## src/rtl/sdrc_xfr_resp.sv

```systemverilog
// Transfer-control responder for one SDRAM bank FSM: acks PRE/ACT/RD/WR, drives the
// registered SDRAM command pins, sequences data beats and inserts auto-refresh.
module sdrc_xfr_resp #(
    parameter int SDR_REQ_ID_W = 4,
    parameter int REQ_BW       = 12
) (
    input  logic                    clk,
    input  logic                    reset_n,
    input  logic                    b2x_req,
    input  logic [1:0]              b2x_cmd,
    input  logic [12:0]             b2x_addr,
    input  logic [REQ_BW-1:0]       b2x_len,
    input  logic [SDR_REQ_ID_W-1:0] b2x_id,
    input  logic                    b2x_start,
    input  logic                    b2x_last,
    output logic                    x2b_ack,
    output logic                    x2b_pre_ok,
    output logic                    x2b_act_ok,
    output logic                    x2b_rdok,
    output logic                    x2b_wrok,
    output logic                    xfr_ok,
    output logic                    x2b_refresh,
    input  logic                    rfsh_req,
    output logic                    rfsh_ack,
    input  logic [1:0]              cas_latency,
    input  logic [3:0]              trp_delay,
    input  logic [3:0]              trfc_delay,
    output logic                    sdr_cs_n,
    output logic                    sdr_ras_n,
    output logic                    sdr_cas_n,
    output logic                    sdr_we_n,
    output logic [12:0]             sdr_addr,
    output logic                    xfr_wr_next,
    output logic                    xfr_rd_valid,
    output logic                    xfr_last,
    output logic [SDR_REQ_ID_W-1:0] xfr_id,
    output logic                    xfr_start,
    output logic                    xfr_end,
    output logic [2:0]              fsm_state
);
    typedef enum logic [2:0] {IDLE, XFR, RF_DRAIN, RF_PRE, RF_TRP, RF_REF, RF_TRFC} state_t;

    localparam logic [1:0]  B2X_PRE = 2'b00, B2X_ACT = 2'b01, B2X_RD = 2'b10, B2X_WR = 2'b11;
    localparam logic [3:0]  CMD_DESEL = 4'b1111, CMD_NOOP = 4'b0111, CMD_ACT = 4'b0011,
                            CMD_RD = 4'b0101, CMD_WR = 4'b0100, CMD_BT = 4'b0110,
                            CMD_PRE = 4'b0010, CMD_REF = 4'b0001;
    localparam logic [12:0] COL_MASK = 13'h1BFF, PRE_ALL = 13'h0400;

    state_t                  state_q, state_n;
    logic [3:0]              cmd_q, cmd_n;
    logic [12:0]             addr_q, addr_n;
    logic [REQ_BW-1:0]       cnt_q, cnt_n, len_m1;
    logic                    is_wr_q, is_wr_n;
    logic [SDR_REQ_ID_W-1:0] id_q, id_n;
    logic                    start_q, start_n, end_q, end_n;
    logic                    wr_next_q, wr_next_n, wr_last_q, wr_last_n;
    logic                    refresh_q, refresh_n;
    logic [1:0]              wr_rec_q, wr_rec_n;
    logic [3:0]              timer_q, timer_n;
    logic [2:0]              rd_v_q, rd_v_n, rd_l_q, rd_l_n, rd_mask;
    logic [SDR_REQ_ID_W-1:0] rd_i_q [3];
    logic [SDR_REQ_ID_W-1:0] rd_i_n [3];
    logic [1:0]              cl_tap;
    logic                    rd_pend, rd_slot, rd_slot_last, tap_v, tap_l, idle_free;
    logic [SDR_REQ_ID_W-1:0] tap_i;

    // Read return pipeline: stage 0 takes the slot, beats emerge from stage cas_latency-1.
    always_comb begin
        cl_tap = (cas_latency == 2'd0) ? 2'd0 : cas_latency - 2'd1;
        case (cl_tap)
            2'd0:    begin rd_mask = 3'b001; tap_v = rd_v_q[0]; tap_l = rd_l_q[0]; tap_i = rd_i_q[0]; end
            2'd1:    begin rd_mask = 3'b011; tap_v = rd_v_q[1]; tap_l = rd_l_q[1]; tap_i = rd_i_q[1]; end
            default: begin rd_mask = 3'b111; tap_v = rd_v_q[2]; tap_l = rd_l_q[2]; tap_i = rd_i_q[2]; end
        endcase
        rd_pend = |(rd_v_q & rd_mask);
    end

    // Handshake: b2x_req holds its fields until x2b_ack; ack is combinational and the
    // request transfers on the rising edge where b2x_req && x2b_ack.
    assign idle_free  = (state_q == IDLE) && !rfsh_req;
    assign xfr_ok     = idle_free;
    assign x2b_rdok   = idle_free;
    assign x2b_wrok   = idle_free && !rd_pend;
    assign x2b_pre_ok = idle_free && (wr_rec_q == 2'd0);
    assign x2b_act_ok = x2b_pre_ok;

    always_comb begin
        case (b2x_cmd)
            B2X_PRE: x2b_ack = b2x_req && x2b_pre_ok;
            B2X_ACT: x2b_ack = b2x_req && x2b_act_ok;
            B2X_RD:  x2b_ack = b2x_req && x2b_rdok;
            default: x2b_ack = b2x_req && x2b_wrok;
        endcase
    end

    assign len_m1 = (b2x_len == '0) ? '0 : b2x_len - REQ_BW'(1);

    always_comb begin
        state_n      = state_q;
        cmd_n        = CMD_NOOP;
        addr_n       = addr_q;
        cnt_n        = cnt_q;
        is_wr_n      = is_wr_q;
        id_n         = id_q;
        start_n      = start_q;
        end_n        = end_q;
        wr_next_n    = 1'b0;
        wr_last_n    = 1'b0;
        refresh_n    = 1'b0;
        wr_rec_n     = (wr_rec_q != 2'd0) ? wr_rec_q - 2'd1 : 2'd0;
        timer_n      = timer_q;
        rd_slot      = 1'b0;
        rd_slot_last = 1'b0;
        case (state_q)
            IDLE: begin
                if (rfsh_req) begin
                    state_n = RF_DRAIN;
                end else if (x2b_ack) begin
                    case (b2x_cmd)
                        B2X_PRE: begin cmd_n = CMD_PRE; addr_n = b2x_addr & COL_MASK; end
                        B2X_ACT: begin cmd_n = CMD_ACT; addr_n = b2x_addr; end
                        default: begin
                            cmd_n     = (b2x_cmd == B2X_WR) ? CMD_WR : CMD_RD;
                            addr_n    = b2x_addr & COL_MASK;
                            cnt_n     = len_m1;
                            is_wr_n   = (b2x_cmd == B2X_WR);
                            id_n      = b2x_id;
                            start_n   = b2x_start;
                            end_n     = b2x_last;
                            wr_next_n = (b2x_cmd == B2X_WR);
                            wr_last_n = (b2x_cmd == B2X_WR) && (len_m1 == '0);
                            state_n   = XFR;
                        end
                    endcase
                end
            end
            XFR: begin
                rd_slot      = !is_wr_q;
                rd_slot_last = !is_wr_q && (cnt_q == '0);
                if (cnt_q == '0) begin
                    cmd_n   = CMD_BT;
                    state_n = IDLE;
                    if (is_wr_q) wr_rec_n = 2'd2;
                end else begin
                    cnt_n     = cnt_q - REQ_BW'(1);
                    wr_next_n = is_wr_q;
                    wr_last_n = is_wr_q && (cnt_q == REQ_BW'(1));
                end
            end
            RF_DRAIN: begin
                if (!rd_pend && wr_rec_q == 2'd0) begin
                    cmd_n   = CMD_PRE;
                    addr_n  = PRE_ALL;
                    state_n = RF_PRE;
                end
            end
            RF_PRE: begin
                timer_n = (trp_delay == 4'd0) ? 4'd0 : trp_delay - 4'd1;
                state_n = RF_TRP;
            end
            RF_TRP: begin
                if (timer_q == 4'd0) begin
                    cmd_n     = CMD_REF;
                    refresh_n = 1'b1;
                    state_n   = RF_REF;
                end else begin
                    timer_n = timer_q - 4'd1;
                end
            end
            RF_REF: begin
                timer_n = (trfc_delay == 4'd0) ? 4'd0 : trfc_delay - 4'd1;
                state_n = RF_TRFC;
            end
            RF_TRFC: begin
                if (timer_q == 4'd0) state_n = IDLE;
                else                 timer_n = timer_q - 4'd1;
            end
            default: state_n = IDLE;
        endcase
    end

    // Stages past the active tap stay empty so a shorter CAS latency drains at once.
    always_comb begin
        rd_v_n    = {rd_v_q[1] & (cl_tap == 2'd2), rd_v_q[0] & (cl_tap != 2'd0), rd_slot};
        rd_l_n    = {rd_l_q[1], rd_l_q[0], rd_slot_last};
        rd_i_n[0] = id_q;
        rd_i_n[1] = rd_i_q[0];
        rd_i_n[2] = rd_i_q[1];
    end

    always_ff @(posedge clk) begin
        if (!reset_n) begin
            state_q   <= IDLE;
            cmd_q     <= CMD_DESEL;
            addr_q    <= '0;
            cnt_q     <= '0;
            is_wr_q   <= 1'b0;
            id_q      <= '0;
            start_q   <= 1'b0;
            end_q     <= 1'b0;
            wr_next_q <= 1'b0;
            wr_last_q <= 1'b0;
            refresh_q <= 1'b0;
            wr_rec_q  <= 2'd0;
            timer_q   <= 4'd0;
            rd_v_q    <= 3'b000;
            rd_l_q    <= 3'b000;
            rd_i_q    <= '{default: '0};
        end else begin
            state_q   <= state_n;
            cmd_q     <= cmd_n;
            addr_q    <= addr_n;
            cnt_q     <= cnt_n;
            is_wr_q   <= is_wr_n;
            id_q      <= id_n;
            start_q   <= start_n;
            end_q     <= end_n;
            wr_next_q <= wr_next_n;
            wr_last_q <= wr_last_n;
            refresh_q <= refresh_n;
            wr_rec_q  <= wr_rec_n;
            timer_q   <= timer_n;
            rd_v_q    <= rd_v_n;
            rd_l_q    <= rd_l_n;
            rd_i_q    <= rd_i_n;
        end
    end

    assign {sdr_cs_n, sdr_ras_n, sdr_cas_n, sdr_we_n} = cmd_q;
    assign sdr_addr     = addr_q;
    assign x2b_refresh  = refresh_q;
    assign rfsh_ack     = refresh_q;
    assign xfr_wr_next  = wr_next_q;
    assign xfr_rd_valid = tap_v;
    assign xfr_last     = wr_last_q | (tap_v & tap_l);
    assign xfr_id       = tap_v ? tap_i : id_q;
    assign xfr_start    = start_q;
    assign xfr_end      = end_q;
    assign fsm_state    = state_q;
endmodule

```

## config.mk

```make
export PLATFORM = sky130hd
export DESIGN_NAME = sdrc_xfr_resp
export DESIGN_NICKNAME = d
export VERILOG_FILES = /design/src/rtl/sdrc_xfr_resp.sv
export SDC_FILE = /design/constraint.sdc
export NUM_CORES = 1
export LEC_CHECK = 0
export BUFFER_PORTS_ARGS = -buffer_cell sky130_fd_sc_hd__buf_4
export CORE_MARGIN = 2
export CORE_UTILIZATION = 40
export CTS_CLUSTER_SIZE = 25
export DETAILED_ROUTE_END_ITERATION = 7
export SYNTH_ARGS = -nofsm -noshare
export SYNTH_HDL_FRONTEND = slang
export SYNTH_SLANG_ARGS = --single-unit
```

## constraint.sdc

```tcl
create_clock -name clk -period 1.9 [get_ports clk]
set_input_delay 0.095 -clock clk [delete_from_list [all_inputs] [get_ports clk]]
set_output_delay 0.095 -clock clk [all_outputs]
set_load 0.02 [all_outputs]
```

== After elaboration in Yosys (flattened, before gate mapping) ==
Index checks and enable logic that the tools add are counted.

* Word-level logic and storage cells: 149
* Memory bits (writable): 0
* Bits in registers: 66
* Memory bits (read-only): 0
* Bits in latches: 0
* Memories kept: 0

* Reduce and logical (&&, ||, !) cells: 39
* Equality and inequality tests: 23
* Bitwise operators: 7
* Order comparisons: 0
* Multiplexer cells: 53
* Add/subtract/negate cells: 7
* Divide/modulo/power cells: 0
* Multipliers: 0
* Shift operators: 0

{| class="wikitable"
|+ Operator list
! operator !! number
|-
| 12-bit two-way mux || 5
|-
| 13-bit two-way mux || 3
|-
| 12-bit zero test || 3
|-
| 3-bit two-way mux || 11
|-
| 13-bit case mux with 2 select lines || 1
|-
| 12-bit case mux with 2 select lines || 1
|-
| 12-bit by 1-bit subtractor with 12-bit output, second input constant || 2
|-
| 3-bit case mux with 7 select lines || 1
|-
| 2-bit != test, second input constant || 9
|-
| 4-bit two-way mux || 4
|-
| 12-bit by 1-bit equality test with 1-bit output, second input constant || 1
|-
| 4-bit zero test || 3
|-
| 3-bit case mux with 2 select lines || 2
|-
| 3-bit case mux with 4 select lines || 1
|-
| 4-bit case mux with 3 select lines || 1
|-
| 4-bit by 1-bit subtractor with 4-bit output, second input constant || 3
|-
| 1-bit two-way mux || 11
|-
| 11-bit two-way mux || 1
|-
| 1-bit logical AND || 10
|-
| 2-bit two-way mux || 5
|-
| 1-bit case mux with 2 select lines || 5
|-
| 3-bit equality test, second input constant || 3
|-
| 2-bit zero test || 4
|-
| 4-bit case mux with 2 select lines || 1
|-
| other kinds (20) || 38
|}

== Logic depth before layout (Yosys ltp) ==
Gate-level depths: netlist of run 1.

* Word-level depth: 13
* Gate-level depth with buffers: 9
* Depth with buffers taken out: 8

== Least setup slack after synthesis of run 1 ==
OpenSTA, ideal clock, no wires.

* Path kind: reg-to-reg
* From: register state_q[2] (netlist: fsm_state[2])
* To: register cmd_q[0]
* Period minus slack after synthesis: 2.060 ns
* Data arrival time: 1.919 ns
* Slack: -0.160 ns
* Cell stages (with the launch flop): 9
* Required time: 1.758 ns
* Library setup time: 0.142 ns
* Cells stage by stage: dfxtp_1 -> buf_2 -> or2_1 -> nor3_4 -> nand2_1 -> or2_0 -> clkbuf_1 -> inv_1 -> o211ai_1

* Word-level cells in the longest chain between the ends: 8
* Elaborated cells between the ends (all ways): 14
* Those cells by class: eq/ne (3); mux (4); reduce/logical (7)

{| class="wikitable"
|+ Ends and longest elaborated chain
! item !! line !! source
|-
| from (decl) || 49 || <nowiki>state_t state_q, state_n;</nowiki>
|-
| from (signal assigned) || 210 || <nowiki>state_q <= state_n;</nowiki>
|-
| 3-bit zero test (*) || 80 || <nowiki>assign idle_free = (state_q == IDLE) && !rfsh_req;</nowiki>
|-
| 1-bit logical AND (*) || 80 ||
|-
| via x2b_rdok || 19 || <nowiki>output logic x2b_rdok,</nowiki>
|-
| 1-bit logical AND (on tied branches) || 83, 84 ||
|-
| 1-bit logical AND (on tied branches) || 92, 89, 90 ||
|-
| 1-bit case mux with 2 select lines (*) || 88 || <nowiki>case (b2x_cmd)</nowiki>
|-
| via x2b_ack || 16 || <nowiki>output logic x2b_ack,</nowiki>
|-
| 3-bit two-way mux (*) || 118 || <nowiki>end else if (x2b_ack) begin</nowiki>
|-
| 3-bit two-way mux (*) || 116 || <nowiki>if (rfsh_req) begin</nowiki>
|-
| 3-bit case mux with 4 select lines (*) || 114 || <nowiki>case (state_q)</nowiki>
|-
| to (signal assigned) || 211 || <nowiki>cmd_q <= cmd_n;</nowiki>
|-
| to (decl) || 50 || <nowiki>logic [3:0] cmd_q, cmd_n;</nowiki>
|}

The timed path passes the listed nets; every way through them passes the cells marked *.
A chain may end at the register's enable or synchronous reset.

== Final worst setup path of run 1 ==
* From: register timer_q[0]
* To: register timer_q[3]

* Word-level cells in the longest chain between the ends: 3
* Elaborated cells between the ends (all ways): 6
* Those cells by class: add/sub (1); eq/ne (1); mux (2); reduce/logical (2)

{| class="wikitable"
|+ Ends and longest elaborated chain
! item !! line !! source
|-
| from (decl) || 59 || <nowiki>logic [3:0] timer_q, timer_n;</nowiki>
|-
| from (signal assigned) || 222 || <nowiki>timer_q <= timer_n;</nowiki>
|-
| 4-bit by 1-bit subtractor with 4-bit output / 4-bit zero test (equally long branches) || n/a ||
|-
| 4-bit two-way mux / 2-bit != test (equally long branches) || n/a ||
|-
| 4-bit case mux with 3 select lines / 2-bit AND reduction (equally long branches) || n/a ||
|}

Parallel ways exist; a longest one is shown, timed or not. The select of a mux whose other input is x is not followed.

==> out/results.ini, run 1 <==
[outcome]
status=completed

[floorplan]
row_count=35
die_x_microns=102.4
dieArea_sq_um=10480
initial_core_util=0.4150
die_h_microns=102.4
design.core.area_sq_um=9328
ios=84

[synthesis]
synth_flop_cell=dfxtp_1
async_flop_share=0
ys_seq_area_frac=0.3413
synth_nets=547
syn_area_sq_um=3871
yosys_warnings=0
synth.area.top_cells=dfxtp_1 (34%), nand2_1 (5.7%), o21ai_0 (5.7%)
syn_avg_cell_area_sq_um=7.949
yosysTopAreaCell=dfxtp_1
syn_inst=487
synth_edf_count=0
synth-seq-cells=66
synth_top_area_frac=0.3413
yosysUniqueCellTypes=72

[sta]
fmax_mhz=556.2
fin_crit_sh=0.9462
skew_ps=11.73
final-setup-viol-count=0
slew_viol_final=0
worst_pin_slew_ps=406.3
fin_crit_ps=1798
setup-tns-final_ps=0
final_hold_viol_count=0
slew_headroom=0.7266

[clocking]
htreeDepth=3
tritoncts=done
cts_inserted_buffers=9
cts.sinks=66
post_cts_buffers=0
clk_path_buf_depth=2
root_buffer=clkbuf_8
worstSkewPairLatency_ps=330
cts.clk_slew.worst_paths_ps=80

[finish]
antenna-diode-count=0
final_cell_mix=buf_4 (139), dfxtp_1 (64), nand2_1 (58)
synthToLayoutAreaGrowth_pct=34.87
drive_gt1_frac=0.2953
final_common_cell=buf_4
nets=668
fin_cells=742
fillers=910

[power_and_ir_drop]
vdd.ir_drop.worst_mv=0.5585
p_leak_nw=2.224
power.density_nw_per_um2=1154

[grt]
grt_max_degree=31
grt_overflow=0
antenna_found_initial=0
grt_pass1_vias=3780
grt_pass1_wl_mm=17.57
grt.total_usage=0.2074

[critical_path]
crit_arrival_ps=2060
path_cells=inv_1 > ha_1 > or3b_2 > a21oi_1 > a21o_1 > o21ai_0 > a21oi_1
crit_type=flip-flop to flip-flop
startpoint_type=flip-flop
timing.rr.end=timer_q[3]
cp_top_family=compound AO/OA/AOI/OAI gates
required_ps=2170
path_common_cell=a21oi_1
r2r_cells=7
worstReg2RegStart=timer_q[0]
r2r_slack_ps=100
critPathMaxStageDelay_ps=520
crit_slowest_cell=or3b_2
endpoint_kind=flip-flop
crit_buf_inv=1
crit_fanout=5

[drt]
wire_per_inst_microns=14.29
wl_mm=10.61
drtIter0Drc=152
dr.pass1.iters=4
drc=0
viasPerCell=5.380
ant_nets=0
vias=3992

[hold_path]
hold_path_class=primary input to flip-flop
hold-path-cell-count=3
hp-start=b2x_id[3]
hold_path_end=id_q[3]

[place]
post-place-cells=722
dp_hpwl_mm=7.903
numPortBuffers=83
gp_congestion=0.9037

[flow_run]
drv_cap=0

[worst max path at each step]
stage | end | slack (ps) | depth (start not counted) | from
after CTS | x2b_ack | 6 | 6 | rd_v_q[1]
after detailed placement | cnt_q[0] | 20 | 9 | b2x_len[1]
after floorplan | cmd_q[0] | -40 | 8 | fsm_state[2]
final | timer_q[3] | 100 | 7 | timer_q[0]
after global routing | timer_q[3] | -7 | 7 | timer_q[0]
after global placement | cnt_q[7] | 70 | 7 | b2x_len[0]
[sequential cells by signal, summed over array words and instances, names as in the netlist]
register / flops
id_q: 4
xfr_start: 1
timer_q: 4
wr_last_q: 1
wr_rec_q: 2
xfr_wr_next: 1
cmd_q: 4
fsm_state: 3
rd_i_q: 4
is_wr_q: 1
cnt_q: 12
rd_v_q: 3
rd_l_q: 3
xfr_end: 1
rd_i_n: 8
rfsh_ack: 1
sdr_addr: 13
[tightest hold or removal path, stage by stage]
cell and delay (ps):
buf_4 110, nand2_1 50, o21ai_0 60
[stage by stage]
| stage | hold slack (ps) | area [sq um] | utilization | worst slack [ps] | power, mW |
|---|---|---|---|---|---|
| global placement | 349.8 | 4943 | 0.5300 | 67.65 | 4.641 |
| global route | 5.892 | 5221 | 0.5598 | -7.007 | 6.455 |
| CTS | 4.892 | 5207 | 0.5583 | 5.678 | 6.015 |
| detailed placement | 356.2 | 4943 | 0.5300 | 18.87 | 4.659 |
| finish | 13.37 | 5221 | 0.5598 | 102.1 | 6.027 |
| floorplan | 234.9 | 3905 | - | -37.64 | 3.546 |
[metal layers]
layer	global-route usage	vias up	part of all wire
li1	-	2017	-
met1	0.2813	1841	0.46
met2	0.3416	123	0.48
met3	0.04104	11	0.055
met4	0.04718	0	0.0072
met5	0	-	0
[kinds of logic after synthesis]
logic type	share of synthesized area
multiplexers	0.01842
AO/OA/AOI/OAI	0.2450
XOR/XNOR	0.02489
adder cells (fa/ha/maj)	0.04202
buffers and inverters	0.05850
flip-flops	0.3413
AND/OR/NAND/NOR	0.2699
[synth_stat cells (2+ instances only)]
master,number
nor4_1,7
and3_1,2
mux2i_1,6
o31a_1,2
o21a_1,5
o311ai_0,3
nand4_1,5
nor2b_1,3
o21ai_0,44
or3_1,5
o221ai_1,12
or4_4,2
nor3b_1,4
clkbuf_1,21
dfxtp_1,66
nand3_1,12
nand4b_1,4
xnor2_1,8
and2_1,16
o31ai_1,8
buf_4,3
a21o_1,3
nand2_1,59
nand2b_1,2
xor2_1,3
o21bai_1,2
nor4_2,2
a21oi_1,25
o211ai_1,2
nor2_1,40
buf_2,7
a31oi_1,2
o22ai_1,8
nor3_1,16
nand3b_1,2
or3b_2,2
o32a_1,3
a211oi_1,6
ha_1,13
inv_1,19
nor4b_1,2
[area by class of cell]
class	instances	area [sq um]	share of cell area
Multi-Input combinational cell	368	2354	0.4508
Inverter	20	75.07	0.01438
Sequential cell	66	1324	0.2535
Tap cell	129	161.4	0.03091
Timing Repair Buffer	143	1084	0.2075
Clock buffer	9	123.9	0.02372
Clock inverter	7	100.1	0.01917
[report_power, final]
| group | switching, mW | total [mW] | internal [mW] |
|---|---|---|---|
| combinational | 1.63 | 2.93 | 1.30 |
| sequential | 0.169 | 1.76 | 1.59 |
| clock | 0.584 | 1.33 | 0.750 |
| total | 2.38 | 6.03 | 3.65 |
[repair_timing]
item / CTS / global route
hold buffers: 4 / 0
setup endpoints to repair: 0 / 6
gates resized for setup: 0 / 8
hold endpoints to repair: 4 / 0
Power figures use the tool's default switching activity.
==> inputs of run 2 (changes only) <==
Settings changed: CAP_MARGIN set to 15, CORE_UTILIZATION 40 to 55, PLACE_DENSITY set to 0.81.
==> run 2 against run 1 <==
Final area is 0.31% lower. Sequential share of layout area is 0.13 points higher. Critical endpoint is now x2b_ack. Register-to-register slack worse by 20 ps. Global-route usage rose by 7.9 points. Critical path type is now flip-flop to output port.
==> out/results.ini, run 2 (synthesis results as in run 1) <==
[floorplan]
die_x_microns=87.90
dieArea_sq_um=7726
initial_core_util=0.5698
design.core.area_sq_um=6794
row_count=30
die_h_microns=87.90
ios=84

[finish]
utilization=0.7661
antenna-diode-count=0
final_cell_mix=buf_4 (131), dfxtp_1 (62), nand2_1 (58)
drive_gt1_frac=0.2946
largest_reg_flops=13
synthToLayoutAreaGrowth_pct=34.45
nets=666
final_common_cell=buf_4
fillers=503

[power_and_ir_drop]
vdd.ir_drop.worst_mv=0.8811
p_leak_nw=2.211
power.density_nw_per_um2=1161
p_total_mw=6.042

[drt]
wire_per_inst_microns=15.69
vias=4226
drc=0
ant_nets=0
viasPerCell=5.977
wl_mm=11.10
dr.pass1.iters=5
drtIter0Drc=382

[sta]
whs_ps=28.95
slew_viol_final=0
fmax_mhz=530.6
setup-tns-final_ps=0
final-setup-viol-count=0
final_hold_viol_count=0
skew_ps=5.792
fin_crit_sh=0.9920
rsz0062_at_grt=yes
worst_slack_ps=15.20
fin_crit_ps=1885
worst_pin_slew_ps=454.2
slew_headroom=0.6894

[clocking]
worstSkewPairLatency_ps=350
cts_inserted_buffers=9
cts.sinks=66
cts.clk_slew.worst_paths_ps=80
root_buffer=clkbuf_8
clk_path_buf_depth=2
htreeDepth=3
tritoncts=done

[place]
dp_hpwl_mm=7.578
numPortBuffers=83
dp_slack_ps=-59.67
gp_congestion=0.9358

[grt]
grt_pass1_vias=3812
grt.total_usage=0.2859
grt_pass1_wl_mm=17.60
grt_max_degree=64
antenna_found_initial=0
grt_overflow=0

[critical_path]
crit_type=flip-flop to output port
crit_arrival_ps=1790
required_ps=1800
crit_fanout=4
startpoint_type=flip-flop
endpoint_kind=output port

[flow_run]
drv_cap=0

[hold_path]
hold_path_class=primary input to flip-flop

[outcome]
status=completed

[run 2: cell count changes in the layout (fill, tap and decap cells not counted), moves of 2 or more]
| cell | previous run | this run |
|---|---|---|
| o21ai_0 | 42 | 44 |
| dfxtp_2 | 2 | 4 |
| dfxtp_1 | 64 | 62 |
| buf_6 | 0 | 3 |
| buf_4 | 139 | 131 |
| dlygate4sd3_1 | 4 | 6 |
| o21ai_1 | 3 | 1 |
[run 2: through the flow]
step,instance area (sq um),cells
global route,5205,707
finish,5205,707
global placement,4842,680
floorplan,3905,487
detailed placement,4842,680
CTS,5131,703
[run 2: worst paths after layout]
path	from	endpoint	slack (ps)	depth (start not counted)
hold reg to reg	rd_i_n[0]	rd_i_q[0]	460	1
setup / recovery	rd_v_q[1]	x2b_ack	20	7
hold / removal	b2x_addr[5]	sdr_addr[5]	30	3
setup reg to reg	rd_v_q[2]	fsm_state[0]	80	8
[run 2: repair_timing]
| action | CTS | global route |
|---|---|---|
| hold buffers | 6 | 0 |
| setup buffers | 1 | 4 |
| pin swaps | 1 | 3 |
| endpoints found under the setup margin | 5 | 13 |
| resized for setup | 4 | 14 |
| endpoints found under the hold margin | 6 | 0 |
[run 2: cell type report]
| cell class | instances | area (sq um) | share of cell area |
|---|---|---|---|
| inverters | 20 | 77.57 | 0.01490 |
| clock inverters | 7 | 77.57 | 0.01490 |
| well taps | 96 | 120.1 | 0.02308 |
| clock buffers | 9 | 123.9 | 0.02380 |
| flip-flops and latches | 66 | 1326 | 0.2548 |
| repair buffers | 141 | 1097 | 0.2108 |
| multi-input cells | 368 | 2382 | 0.4577 |
[run 2: critical path: stages (launching register included)]
cell and delay [ps]:
dfxtp_2 330, a21o_1 200, a211oi_4 310, a21oi_2 60
or2_1 230, buf_6 140, inv_4 60, buf_6 110
[run 2: power breakdown]
group	internal (mW)	switching, mW
Sequential	1.60	0.200
Clock	0.614	0.614
Combinational	1.31	1.70
Total	3.53	2.52
[run 2: metal layers]
metal	track usage	vias up	share of wire
li1	-	2013	-
met1	0.3865	1971	0.42
met2	0.4621	208	0.48
met3	0.06032	34	0.074
met4	0.08252	0	0.022
met5	0	-	0
